[src/rtl/register_lock_pkg.sv]
// Shared constants for the register lock bank.
// Parameter limits, error counter sizing and address helper.
package register_lock_pkg;

  localparam int NUM_REGS_MIN   = 1;
  localparam int NUM_REGS_MAX   = 16;
  localparam int DATA_W_MIN     = 2;
  localparam int DATA_W_MAX     = 32;
  localparam int MAX_WRITES_MIN = 1;
  localparam int MAX_WRITES_MAX = 15;

  localparam int ERR_COUNT_W = 8;
  localparam logic [ERR_COUNT_W-1:0] ERR_COUNT_MAX = 8'd255;

  // Index width for n registers, never below one bit.
  function automatic int addr_width(input int n);
    return (n > 1) ? $clog2(n) : 1;
  endfunction

endpackage

[src/rtl/register_lock_cell.sv]
// One lockable register: value, write counter and lock flag.
// Accepts writes until locked by request or by write count.
module register_lock_cell
  import register_lock_pkg::*;
#(
  parameter int DATA_W     = 16,
  parameter int MAX_WRITES = 1
) (
  input  logic              clk_i,
  input  logic              rst_i,
  input  logic              wr_en_i,
  input  logic [DATA_W-1:0] wr_data_i,
  output logic [DATA_W-1:0] value_o,
  output logic              lock_o
);

  localparam int CW = $clog2(MAX_WRITES + 1);
  localparam logic [CW-1:0] CNT_LIMIT = CW'(MAX_WRITES);

  logic [DATA_W-1:0] value_q, value_d;
  logic [CW-1:0]     cnt_q, cnt_d;
  logic              lock_q, lock_d;
  logic              accept;

  assign accept = wr_en_i & ~lock_q;

  // Next state: a locked cell freezes, bit 0 of data is never stored.
  always_comb begin
    value_d = value_q;
    cnt_d   = cnt_q;
    lock_d  = lock_q;
    if (accept) begin
      value_d = {wr_data_i[DATA_W-1:1], 1'b0};
      cnt_d   = cnt_q + CW'(1);
      lock_d  = wr_data_i[0] | (cnt_d == CNT_LIMIT);
    end
  end

  // State registers, cleared only by reset.
  always_ff @(posedge clk_i) begin
    if (rst_i) begin
      value_q <= '0;
      cnt_q   <= '0;
      lock_q  <= 1'b0;
    end else begin
      value_q <= value_d;
      cnt_q   <= cnt_d;
      lock_q  <= lock_d;
    end
  end

  assign value_o = value_q;
  assign lock_o  = lock_q;

endmodule

[src/rtl/register_lock_bank.sv]
// Bank of write-limited lockable registers.
// Address decode, registered read port and rejected-write counter.
module register_lock_bank
  import register_lock_pkg::*;
#(
  parameter  int NUM_REGS   = 4,
  parameter  int DATA_W     = 16,
  parameter  int MAX_WRITES = 1,
  localparam int AW         = addr_width(NUM_REGS)
) (
  input  logic                   Clk,
  input  logic                   ip_reset,
  input  logic                   write,
  input  logic [AW-1:0]          wr_addr,
  input  logic [DATA_W-1:0]      Data_in,
  input  logic                   rd_en,
  input  logic [AW-1:0]          rd_addr,
  output logic [DATA_W-1:0]      Data_out,
  output logic                   rd_valid,
  output logic [NUM_REGS-1:0]    lock_status,
  output logic                   wr_err,
  output logic [ERR_COUNT_W-1:0] err_count
);

  logic [NUM_REGS-1:0] wr_sel;
  logic [DATA_W-1:0]   cell_val [NUM_REGS];
  logic                wr_hit;
  logic                tgt_locked;
  logic                reject;
  logic [DATA_W-1:0]   rd_data;

  logic [DATA_W-1:0]      dout_q, dout_d;
  logic                   rvalid_q, rvalid_d;
  logic                   werr_q, werr_d;
  logic [ERR_COUNT_W-1:0] ecnt_q, ecnt_d;

  genvar g;
  generate
    for (g = 0; g < NUM_REGS; g++) begin : g_cell
      register_lock_cell #(
        .DATA_W    (DATA_W),
        .MAX_WRITES(MAX_WRITES)
      ) u_cell (
        .clk_i    (Clk),
        .rst_i    (ip_reset),
        .wr_en_i  (wr_sel[g]),
        .wr_data_i(Data_in),
        .value_o  (cell_val[g]),
        .lock_o   (lock_status[g])
      );
    end
  endgenerate

  // Write decode: one-hot select and rejection of locked/absent targets.
  always_comb begin
    wr_sel     = '0;
    wr_hit     = 1'b0;
    tgt_locked = 1'b0;
    for (int i = 0; i < NUM_REGS; i++) begin
      if (wr_addr == AW'(i)) begin
        wr_sel[i]  = write;
        wr_hit     = 1'b1;
        tgt_locked = lock_status[i];
      end
    end
    reject = write & (~wr_hit | tgt_locked);
  end

  // Read mux on pre-write state; lock flag shown in bit 0.
  always_comb begin
    rd_data = '0;
    for (int i = 0; i < NUM_REGS; i++) begin
      if (rd_addr == AW'(i)) begin
        rd_data = {cell_val[i][DATA_W-1:1], lock_status[i]};
      end
    end
  end

  // Next state for read response and error reporting.
  always_comb begin
    dout_d   = dout_q;
    rvalid_d = rd_en;
    werr_d   = reject;
    ecnt_d   = ecnt_q;
    if (rd_en) begin
      dout_d = rd_data;
    end
    if (reject && (ecnt_q != ERR_COUNT_MAX)) begin
      ecnt_d = ecnt_q + 1'b1;
    end
  end

  // Output registers; reset discards any pending read or error.
  always_ff @(posedge Clk) begin
    if (ip_reset) begin
      dout_q   <= '0;
      rvalid_q <= 1'b0;
      werr_q   <= 1'b0;
      ecnt_q   <= '0;
    end else begin
      dout_q   <= dout_d;
      rvalid_q <= rvalid_d;
      werr_q   <= werr_d;
      ecnt_q   <= ecnt_d;
    end
  end

  assign Data_out  = dout_q;
  assign rd_valid  = rvalid_q;
  assign wr_err    = werr_q;
  assign err_count = ecnt_q;

endmodule
[config.mk]
export PLATFORM = sky130hd
export DESIGN_NAME = register_lock_bank
export DESIGN_NICKNAME = d
export VERILOG_FILES = /design/src/rtl/register_lock_pkg.sv /design/src/rtl/register_lock_cell.sv /design/src/rtl/register_lock_bank.sv
export SDC_FILE = /design/constraint.sdc
export NUM_CORES = 1
export LEC_CHECK = 0
export CORE_AREA = 2 2 96 98
export CTS_CLUSTER_SIZE = 10
export DETAILED_ROUTE_END_ITERATION = 10
export DIE_AREA = 0 0 98 100
export PLACE_DENSITY = 0.67
export SLEW_MARGIN = 30
export SYNTH_ARGS = -nofsm -noshare
export SYNTH_HDL_FRONTEND = slang
export SYNTH_SLANG_ARGS = --single-unit
[constraint.sdc]
create_clock -name Clk -period 4.6 [get_ports Clk]
set_clock_uncertainty 0.2 [all_clocks]
set_input_delay 0.69 -clock Clk [delete_from_list [all_inputs] [get_ports Clk]]
set_output_delay 0.69 -clock Clk [all_outputs]
set_load 0.005 [all_outputs]
**Yosys cells after proc, flatten, opt, wreduce, memory -nomap -nowiden**

Cells that the tools add are included.

- Logic and storage cells: 62
- Bits of input ports: 24
- Output and inout bits: 30
- Bits in registers: 94

- Mux-type cells: 16
- Bitwise operators: 15
- Equal/unequal tests: 7
- Add/subtract/negate cells: 5
- Reductions and logical operators: 3

Operators with widths:

| cell | count |
|---|---|
| two-way mux 16 bit | 4 |
| two-way mux 1 bit | 12 |
| adder 8 x 1 -> 8 bit, second input constant | 1 |
| == test 2 bit, second input constant | 4 |
| != test 8 bit, second input constant | 1 |
| bitwise AND 1 bit | 5 |
| inverter 1 bit | 5 |
| OR 1 bit | 5 |
| adder 1 bit, second input constant | 4 |
| == test 2 x 1 -> 1 bit, second input constant | 2 |
| logical NOT 2 bit | 2 |
| logical AND 1 bit | 1 |

**Depth between registers and ports, before layout**

Gate-level depths: netlist of the first run.

- Depth in word-level cells: 9
- Gate-level depth with buffers: 7
- Gate-level depth less buffers: 5

**By module**

A second synthesis of the first run with hierarchy kept.

- Cells, all modules: 443
- Area total of the unflattened synthesis: 4688.2 um^2

By module, submodules not included:

| module | sequential area each (um^2) | area an instance (um^2) | cells each | times used |
|---|---|---|---|---|
| register_lock_cell | 340.3 | 810.8 | 77 | 4 |
| register_lock_bank | 520.5 | 1445.1 | 135 | 1 |

**Worst setup path before layout of the first run**

No wires, ideal clock.

- Kind: input to register
- Start: input rd_addr[0]
- End: register dout_q[10], in the netlist Data_out[10]
- Required time: 4.272 ns
- Cell stages on the path: 5
- Arrival: 1.872 ns
- Buffers on the path: 2
- Slack: 2.400 ns
- Cells stage by stage: buf_2 > buf_2 > mux4_2 > mux2i_1 > nor2_1

- Word-level cells in the longest chain between the ends: 5
- Elaborated cells on any way between the ends: 8

RTL lines:

| what | RTL line | RTL |
|---|---|---|
| start: declaration | register_lock_bank.sv:17 | `input logic [AW-1:0] rd_addr,` |
| logical NOT 2 bit | register_lock_bank.sv:73 | `if (rd_addr == AW'(i)) begin` |
| two-way mux 16 bit (3 in a row) | register_lock_bank.sv:73 |  |
| two-way mux 16 bit * | register_lock_bank.sv:73 |  |
| end signal: assignment | register_lock_bank.sv:101 | `dout_q <= dout_d;` |
| end: declaration | register_lock_bank.sv:32 | `logic [DATA_W-1:0] dout_q, dout_d;` |

Every way passes the cells marked *; elsewhere a longest branch is shown, timed or not.
A chain may end at the register's enable or synchronous reset.

**Final worst setup path of the first run**

- Start: input wr_addr[0]
- End: register ecnt_q[7], in the netlist err_count[7]

- Word-level cells in the longest chain between the ends: 9
- Elaborated cells on any way between the ends: 16

RTL lines:

| what | RTL line | RTL |
|---|---|---|
| start: declaration | register_lock_bank.sv:14 | `input logic [AW-1:0] wr_addr,` |
| logical NOT 2 bit | register_lock_bank.sv:60 | `if (wr_addr == AW'(i)) begin` |
| two-way mux 1 bit (4 in a row) | register_lock_bank.sv:60 |  |
| inverter 1 bit | register_lock_bank.sv:66 | `reject = write & (~wr_hit \| tgt_locked);` |
| OR 1 bit * | register_lock_bank.sv:66 |  |
| bitwise AND 1 bit * | register_lock_bank.sv:66 |  |
| logical AND 1 bit * | register_lock_bank.sv:88 | `if (reject && (ecnt_q != ERR_COUNT_MAX)) begin` |
| end signal: assignment | register_lock_bank.sv:104 | `ecnt_q <= ecnt_d;` |
| end: declaration | register_lock_bank.sv:35 | `logic [ERR_COUNT_W-1:0] ecnt_q, ecnt_d;` |

Marked as above.

==> metrics.txt, run 1 <==
CP required around 4700 ps; global route overflow 0; layout cells sized above 1 9.07%; vias per cell around 5.2; final max-slew violation count 0; num rows 35; Reg power frac between 50 and 60%; Post-Route WL a little under 9000 um; Mapped Area between 3000 and 4000 sq um; Unique masters post-synth 33; clk buf depth 2; remaining routing DRC violations 0; Final nets 495; die area between 9000 and 10,000 sq um; worst hold path type flop to flop; diode count 0; Max transition margin about two fifths; clock power share approximately 40%; sw frac between 20% and 30%; post-synthesis sequential area ratio between 40% and 50%; CTS buffer count 9; die height around 100 um; Skew-Pair Late Insertion Delay 370 ps; syn_area_per_cell 8.87 sq um; actual slew at the worst max-slew pin 916 ps; final design area excluding fillers about 4600 sq um; Initial Util between 40% and 50%; Max Cap Viol 0; Post-Place Cells 570; DRT iter0 DRCs 179; period utilization between 50 and 60%; Yosys reg bits 94; largest net degree at the start of global routing 50; CTS tree done; power per cell area around 360 nW/um^2; DPL Wire Length 5580 um; Via Count between 3,000 and 4,000; Root Buffer clkbuf_8; Area Growth Syn to Fin 20.0%; RSZ-0062 raised after global routing no; compound-gate portion of the synthesized area a little over a tenth; dpl cell area about 4400 sq um; final hold violation count 0; hold_buf cts 0; Core Area 8890 sq um; switching component of the power 0.382 mW; crit path time final ~2600 ps; Synth Area in Simple Gates around a fifth; H-tree Lvls 3; Area contributors post-synth dfxtp_1 49%, nand2_1 12%, mux4_2 9.3%; Ys Warns 0; status completed; CP arrival between 2000 and 3000 ps; worst hold slack between 200 and 300 ps; Post-Syn Nets 460; Core Util, Final 52.1%; Combinational Power Share between 8 and 9%; global-route usage over all layers a little under a fifth; initial antenna violation count 0; Reg clk slew, reported paths roughly 80 ps; Setup Buffers After CTS 0; Synth area leader dfxtp_1; CP Capture Type flop; final std cells w/o fill between 500 and 600; first-pass GRT wire length about 14,000 um; most common cell after layout, fill and taps aside nand2_1; critical path type input port to flop; most frequent cells in the layout 125 x nand2_1, 94 x dfxtp_1, 67 x a21oi_1, 50 x clkdlybuf4s50_1, 31 x nor2_1; largest family of logic cells by synthesized area simple AND/OR/NAND/NOR gates; area share of xor/xnor cells in the synthesized design less than 1%; post-synthesis mux area share between 10% and 20%; adder-cell area share of the yosys netlist less than 1%; synthesized instance count 435; DRT antenna net count 0; area share of the largest cell type after synthesis 48.8%; IO Port Bufs 53; P_leak 1.64 nW; Final setup viols 0; critical path peak fanout 14; Sink Count 94; Worst VDD drop 155 uV; final setup TNS 0 ps; I/O pin count 54; WL/cell between 10 and 15 um; internal power about 1.3 mW; Die W 98 um; Max Fclk about 380 MHz; post_cts resized 0; Pre-antenna DRT Iters 7; vias in the first global route 2,900; Worst Setup Start Kind input port; GPL Wtd Cong between 0.8 and 0.9
[layout make-up]
| type | instances | area, sq um |
|---|---|---|
| Clock inverter | 5 | 108 |
| Fill cell | 829 | 4260 |
| Clock buffer | 10 | 128 |
| Sequential cell | 94 | 1880 |
| Inverter | 4 | 15.0 |
| Timing Repair Buffer | 59 | 561 |
| Tap cell | 111 | 139 |
| Multi-Input combinational cell | 302 | 1800 |
[state kept, by name (all words and copies together), names as in the netlist]
signal	flops
g_cell.u_cell.value_o	60
Data_out	16
err_count	8
g_cell.u_cell.cnt_q	4
g_cell.u_cell.lock_o	4
rd_valid	1
wr_err	1
[power by group through the flow]
stage	logic, mW	clock network [mW]	registers [mW]
global route	0.157	0.699	0.857
CTS	0.145	0.664	0.854
global placement	0.143	0	0.872
floorplan	0.0907	0	0.869
detailed placement	0.145	0	0.873
finish	0.144	0.651	0.854
[Yosys cell counts]
library cell	n
nand2_1	125
dfxtp_1	94
a21oi_1	67
nor2_1	31
clkbuf_1	24
mux2i_1	19
mux4_2	16
buf_2	6
or4_1	5
buf_4	4
inv_1	4
nand3_1	4
o31ai_1	4
nand2b_1	3
nor2b_1	3
nor3_1	3
or3_1	3
xnor2_1	3
nor3_2	2
nor3b_2	2
a31oi_1	1
a41o_1	1
and3_1	1
buf_6	1
ha_1	1
nand4_1	1
nand4b_1	1
o211a_1	1
o21ai_0	1
o22a_1	1
o22ai_1	1
or3b_1	1
xor2_1	1
[logic make-up (layout without fill, tap and decap cells)]
kind of cell / count (synthesis) / in the layout
compound gates: 77 / 77
simple gates: 185 / 185
mux: 35 / 35
flops: 94 / 94
xor+xnor: 4 / 4
buf+inv: 39 / 78
fa+ha+maj: 1 / 1
[worst max-delay path, stage by stage]
cell             delay (ps)
clkdlybuf4s50_1         750
mux2i_1                 180
o22a_1                  360
or4_1                   570
o211a_1                 140
[layer usage]
layer  routed length, um  global-route usage (%)
met1                3950                    23.0
met2                4360                    30.9
met3                 373                    4.39
met4                  85                    7.59
met5                   0                       0
[worst paths after layout]
| kind | startpoint | endpoint | slack [ps] | cells past startpoint |
|---|---|---|---|---|
| setup reg to reg | g_cell[1].u_cell.lock_o | err_count[7] | 2630 | 4 |
| hold reg to reg | g_cell[3].u_cell.value_o[15] | g_cell[3].u_cell.value_o[15] | 260 | 2 |
| hold / removal | g_cell[3].u_cell.value_o[15] | g_cell[3].u_cell.value_o[15] | 260 | 2 |
| setup / recovery | wr_addr[0] | err_count[7] | 1960 | 5 |
[through the flow]
stage	setup slack (ps)	total power, mW
finish	1960	1.65
global route	1800	1.71
CTS	1950	1.66
detailed placement	1580	1.02
global placement	1660	1.01
floorplan	2400	0.960
Power figures use the tool's default switching activity.
==> run 2: changes to the inputs <==
--- a/config.mk
+++ b/config.mk
@@ -9,7 +9,7 @@
 export CTS_CLUSTER_SIZE = 10
 export DETAILED_ROUTE_END_ITERATION = 10
 export DIE_AREA = 0 0 98 100
-export PLACE_DENSITY = 0.67
+export PLACE_DENSITY = 0.69
 export SLEW_MARGIN = 30
 export SYNTH_ARGS = -nofsm -noshare
 export SYNTH_HDL_FRONTEND = slang
==> constraint.sdc (replaced) <==
create_clock -name Clk -period 2.2 [get_ports Clk]
set_clock_uncertainty 0.2 [all_clocks]
set_input_delay 0.33 -clock Clk [delete_from_list [all_inputs] [get_ports Clk]]
set_output_delay 0.33 -clock Clk [all_outputs]
set_load 0.005 [all_outputs]
==> run 2 against run 1 <==
Worst setup slack got worse by 1700 ps. Largest power group unchanged. Sequential share of layout area fell by 1.4 points. Final cell count rose by 3.1%. Sequential cell count did not move. Critical endpoint unchanged. Die area did not move.
==> metrics.txt, run 2 (synthesized netlist as in run 1, its figures left out) <==
I/O pin count 54; Final nets a little over 500; worst hold path type input port to flop; Pre-antenna DRT Iters 4; remaining routing DRC violations 0; die height around 100 um; Post-Place Cells 587; Levels on crit path 5; global-route usage over all layers a little under a fifth; CP required between 2000 and 2500 ps; Largest register FFs 60; family with the most delay on the worst path simple AND/OR/NAND/NOR gates; final hold violation count 0; actual slew at the worst max-slew pin roughly 540 ps; internal power 2.57 mW; Root Buffer clkbuf_8; Max Fclk 517 MHz; vias in the first global route around 3,000; Reg power frac 52.8%; Reg2Reg Depth 4; Area Growth Syn to Fin 24.3%; most common cell after layout, fill and taps aside nand2_1; Reg clk slew, reported paths around 90 ps; num rows 35; CTS tree done; Skew-Pair Late Insertion Delay 360 ps; final max-slew violation count 0; Combinational Power Share under 10%; crit path time final roughly 1900 ps; Initial Util between 40% and 50%; Die W just under 100 um; Tot Pwr between 3 and 4 mW; Core Area 8890 sq um; P_leak about 1.7 nW; buffers plus inverters on the worst setup path 1; post_cts resized 0; critical path type input port to flop; DPL Wire Length approximately 5700 um; Via Count around 3,100; first-pass GRT wire length approximately 14,000 um; CP arrival 1990 ps; vias per cell approximately 5.2; largest net degree at the start of global routing 94; final std cells w/o fill 603; slowest library cell on the worst path or4_1; initial antenna violation count 0; status completed; Worst VDD drop about 310 uV; period utilization between 80% and 90%; Reg2Reg Setup Slack 300 ps; hold_buf cts 0; most frequent cells in the layout 125 x nand2_1, 94 x dfxtp_1, 67 x a21oi_1, 52 x clkdlybuf4s50_1, 31 x nor2_1; crit path to err_count[7]; diode count 0; global route overflow 0; Setup Buffers After CTS 0; Worst Setup Start Kind input port; WL/cell approximately 14 um; CTS buffer count 9; Sink Count 94; Max Cap Viol 0; DRT iter0 DRCs between 150 and 200; power per cell area between 700 and 800 nW/um^2; CP Capture Type flop; clk buf depth 2; Final setup viols 0; reg2reg start g_cell[2].u_cell.lock_o; GPL Wtd Cong between 0.8 and 0.9; layout cells sized above 1 12.0%; H-tree Lvls 3; Worst setup startpoint wr_addr[0]; switching component of the power ~0.81 mW; Post-Route WL between 8000 and 9000 um; worst path cell trace clkdlybuf4s50_1 -> mux2i_1 -> o22a_1 -> or4_1 -> o211a_1; Max transition margin a little under two thirds; IO Port Bufs 53; sw frac between 20% and 30%; clock power share a little under two fifths; RSZ-0062 raised after global routing no; die area just under 10,000 sq um; final setup TNS 0 ps; critical path peak fanout 10; Reg2Reg Capture Point err_count[7]; slowest stage delay, CP ~550 ps; DRT antenna net count 0
-- run 2: cell types whose count changed in the layout (fill, tap and decap cells not counted), sizes merged --
cell	previous run	this run
bufinv	3	2
buf	9	24
clkinvlp	0	2
clkdlybuf4s50	50	52
-- run 2: cell type report --
type	instances	area, sq um
clock buffers	10	128
clock inverters	6	95.1
fillers	825	4100
inverters	4	15.0
multi-input cells	302	1800
flip-flops and latches	94	1880
well taps	111	139
repair buffers	76	736
-- run 2: worst min-delay path, stage by stage --
cell,delay (ps)
buf_2,110
buf_12,210
nor2_1,120
-- run 2: per-layer routing --
| metal | global-route usage, % | vias to the layer above | wire length [um] |
|---|---|---|---|
| li1 | - | 1565 | - |
| met3 | 4.11 | 17 | 450 |
| met5 | 0 | - | 0 |
| met4 | 7.16 | 0 | 164 |
| met2 | 31.1 | 79 | 4220 |
| met1 | 23.1 | 1467 | 3830 |
-- run 2: stage by stage --
step	hold slack [ps]	area [sq um]	util, %	worst slack (ps)
after CTS	255	4790	53.9	269
after global placement	238	4570	51.4	-78.5
final	248	4790	53.9	264
after floorplan	233	3860	-	360
after detailed placement	246	4570	51.4	-108
after global routing	271	4790	53.9	177
-- run 2: power by group through the flow --
stage | logic [mW] | clock network (mW) | registers, mW
4_1_cts | 0.336 | 1.29 | 1.78
2_1_floorplan | 0.190 | 0 | 1.82
5_1_grt | 0.364 | 1.36 | 1.79
3_3_place_gp | 0.328 | 0 | 1.82
3_5_place_dp | 0.335 | 0 | 1.82
6_report | 0.333 | 1.26 | 1.78
-- run 2: worst min-delay path by stage --
stage	startpoint	to	slack [ps]	cells past startpoint
floorplan	g_cell[1].u_cell.value_o[1]	g_cell[1].u_cell.value_o[1]	230	2
global placement	g_cell[1].u_cell.value_o[8]	g_cell[1].u_cell.value_o[8]	240	2
detailed placement	g_cell[1].u_cell.value_o[2]	g_cell[1].u_cell.value_o[2]	250	2
CTS	ip_reset	Data_out[3]	260	3
global route	ip_reset	g_cell[2].u_cell.lock_o	270	3
finish	ip_reset	g_cell[1].u_cell.cnt_q	250	3
==> patch: new RTL, settings of run 1 <==
`ERR_COUNT_W`: 8 -> 10.
--- a/src/rtl/register_lock_pkg.sv
+++ b/src/rtl/register_lock_pkg.sv
@@ -9,7 +9,7 @@
   localparam int MAX_WRITES_MIN = 1;
   localparam int MAX_WRITES_MAX = 15;
 
-  localparam int ERR_COUNT_W = 8;
+  localparam int ERR_COUNT_W = 10;
   localparam logic [ERR_COUNT_W-1:0] ERR_COUNT_MAX = 8'd255;
 
   // Index width for n registers, never below one bit.
Ports: changed (resized err_count); port bits go from 54 to 56. The function was not compared with the original's and may differ.
==> patch against run 1 <==
Design area increased by 1.6%. Sequential cell count increased by 2. Non-clock buffer count increased by 2. Routed wire length increased by 0.73%. Worst setup slack got worse by 0.044 ns. Area after synthesis increased by 2.4%. Register-to-register slack got worse by 0.03 ns. Power decreased by 4.3%. Largest cell class unchanged. Largest power group unchanged. Highest routed layer unchanged.
==> patch: results (changes against run 1) <==
Layout Nets=504 (+1.8%); Synth top cells by count=nand2_1, dfxtp_1, a21oi_1, nor2_1, clkbuf_1; Placed Instance Area=0.00452 mm2 (+2.6%); synthesized net count=470 (+2.2%); post-synthesis sequential area ratio=48.6% (-0.15 points); Leak=0.00164 uW (+0.28%); total track usage=18.6% (+0.14 points); area share of fa/ha/maj cells after synthesis=0.317% (-0.0077 points); gpl congestion=0.781 (-3.1%); Port Buffers=55 (+3.8%); fill cell count=840 (+1.3%); status=completed; Max IR drop VDD=0.000174 V (+13%); dpl hpwl=5550 um (-0.49%); crit path DAT=2.76 ns (+0.06 ns); Clk Latency, worst-skew pair=0.35 ns (-0.02 ns); pre-CTS setup slack=1.58 ns (-0.00246 ns); drt first pass iters=4 (-3); via count=3110 (+1.4%); Rel. slew slack=43.3% (+4.4 points); PostCTS Resize Cnt=0 (unchanged); ANT cells=0 (unchanged); ratio of cells with drive above 1 in the final layout=10.3% (+1.3 points); top cells by area, synth=dfxtp_1, nand2_1, mux4_2; post-synthesis mux area share=14.0% (-0.31 points); worst-path fanout max=20 (+6); first-pass GRT wire length=14700 um (+2.5%); Post-Route WL=8830 um (+0.73%); pin count of the biggest net entering global routing=70 (+40%); DRT iter0 DRCs=173 (-3.4%); number of global-route vias before repair=2980 (+2.8%); Synth Area in Compound Gates=10.9% (+0.19 points); xor and xnor area share after synthesis=0.887% (-0.022 points); Cell variety after synth=38 (+15%)
-- patch: worst max-delay path: stages --
cell and delay, ns:
clkdlybuf4s50_1 0.77, mux2i_1 0.15, o22a_1 0.42, or4_1 0.57, a21oi_1 0.15
-- patch: layer usage --
metal	vias to the layer above	global-route usage, %	part of all wire (%)
met3	9	2.72	4.2
met4	0	5.77	1.1
li1	1576	-	-
met1	1458	25.0	47
met2	67	31.2	48
met5	-	0	0
-- patch: final timing paths --
path         cells after the start                                startpoint                                        to  slack [ns]
max                              5                                wr_addr[0]                 err_count[4]$_SDFFE_PP0P_        1.92
min                              2  g_cell[1].u_cell.value_o[5]$_SDFFE_PP0P_  g_cell[1].u_cell.value_o[5]$_SDFFE_PP0P_        0.26
max reg2reg                      4      g_cell[1].u_cell.lock_o$_SDFFE_PP0P_                 err_count[4]$_SDFFE_PP0P_        2.60
min reg2reg                      2  g_cell[1].u_cell.value_o[5]$_SDFFE_PP0P_  g_cell[1].u_cell.value_o[5]$_SDFFE_PP0P_        0.26
-- patch: power breakdown --
part	switching, uW	leakage [uW]	internal [uW]
clock	306	0.000101	257
combinational	76.7	0.000763	66.1
sequential	15.0	0.000779	856
-- patch: layout make-up --
| class | instances | area (um2) | share of cell area (%) |
|---|---|---|---|
| Sequential cell | 96 | 1920 | 40.8 |
| Multi-Input combinational cell | 309 | 1860 | 39.5 |
| Timing Repair Buffer | 61 | 578 | 12.3 |
| Tap cell | 111 | 139 | 2.95 |
| Clock buffer | 9 | 124 | 2.63 |
| Clock inverter | 7 | 77.6 | 1.65 |
| Inverter | 2 | 7.51 | 0.159 |
-- patch: per-stage QoR --
stage	total power (uW)	instances
6_report	1580	595
2_1_floorplan	976	445
5_1_grt	1640	595
4_1_cts	1590	595
3_5_place_dp	1040	579
3_3_place_gp	1030	579
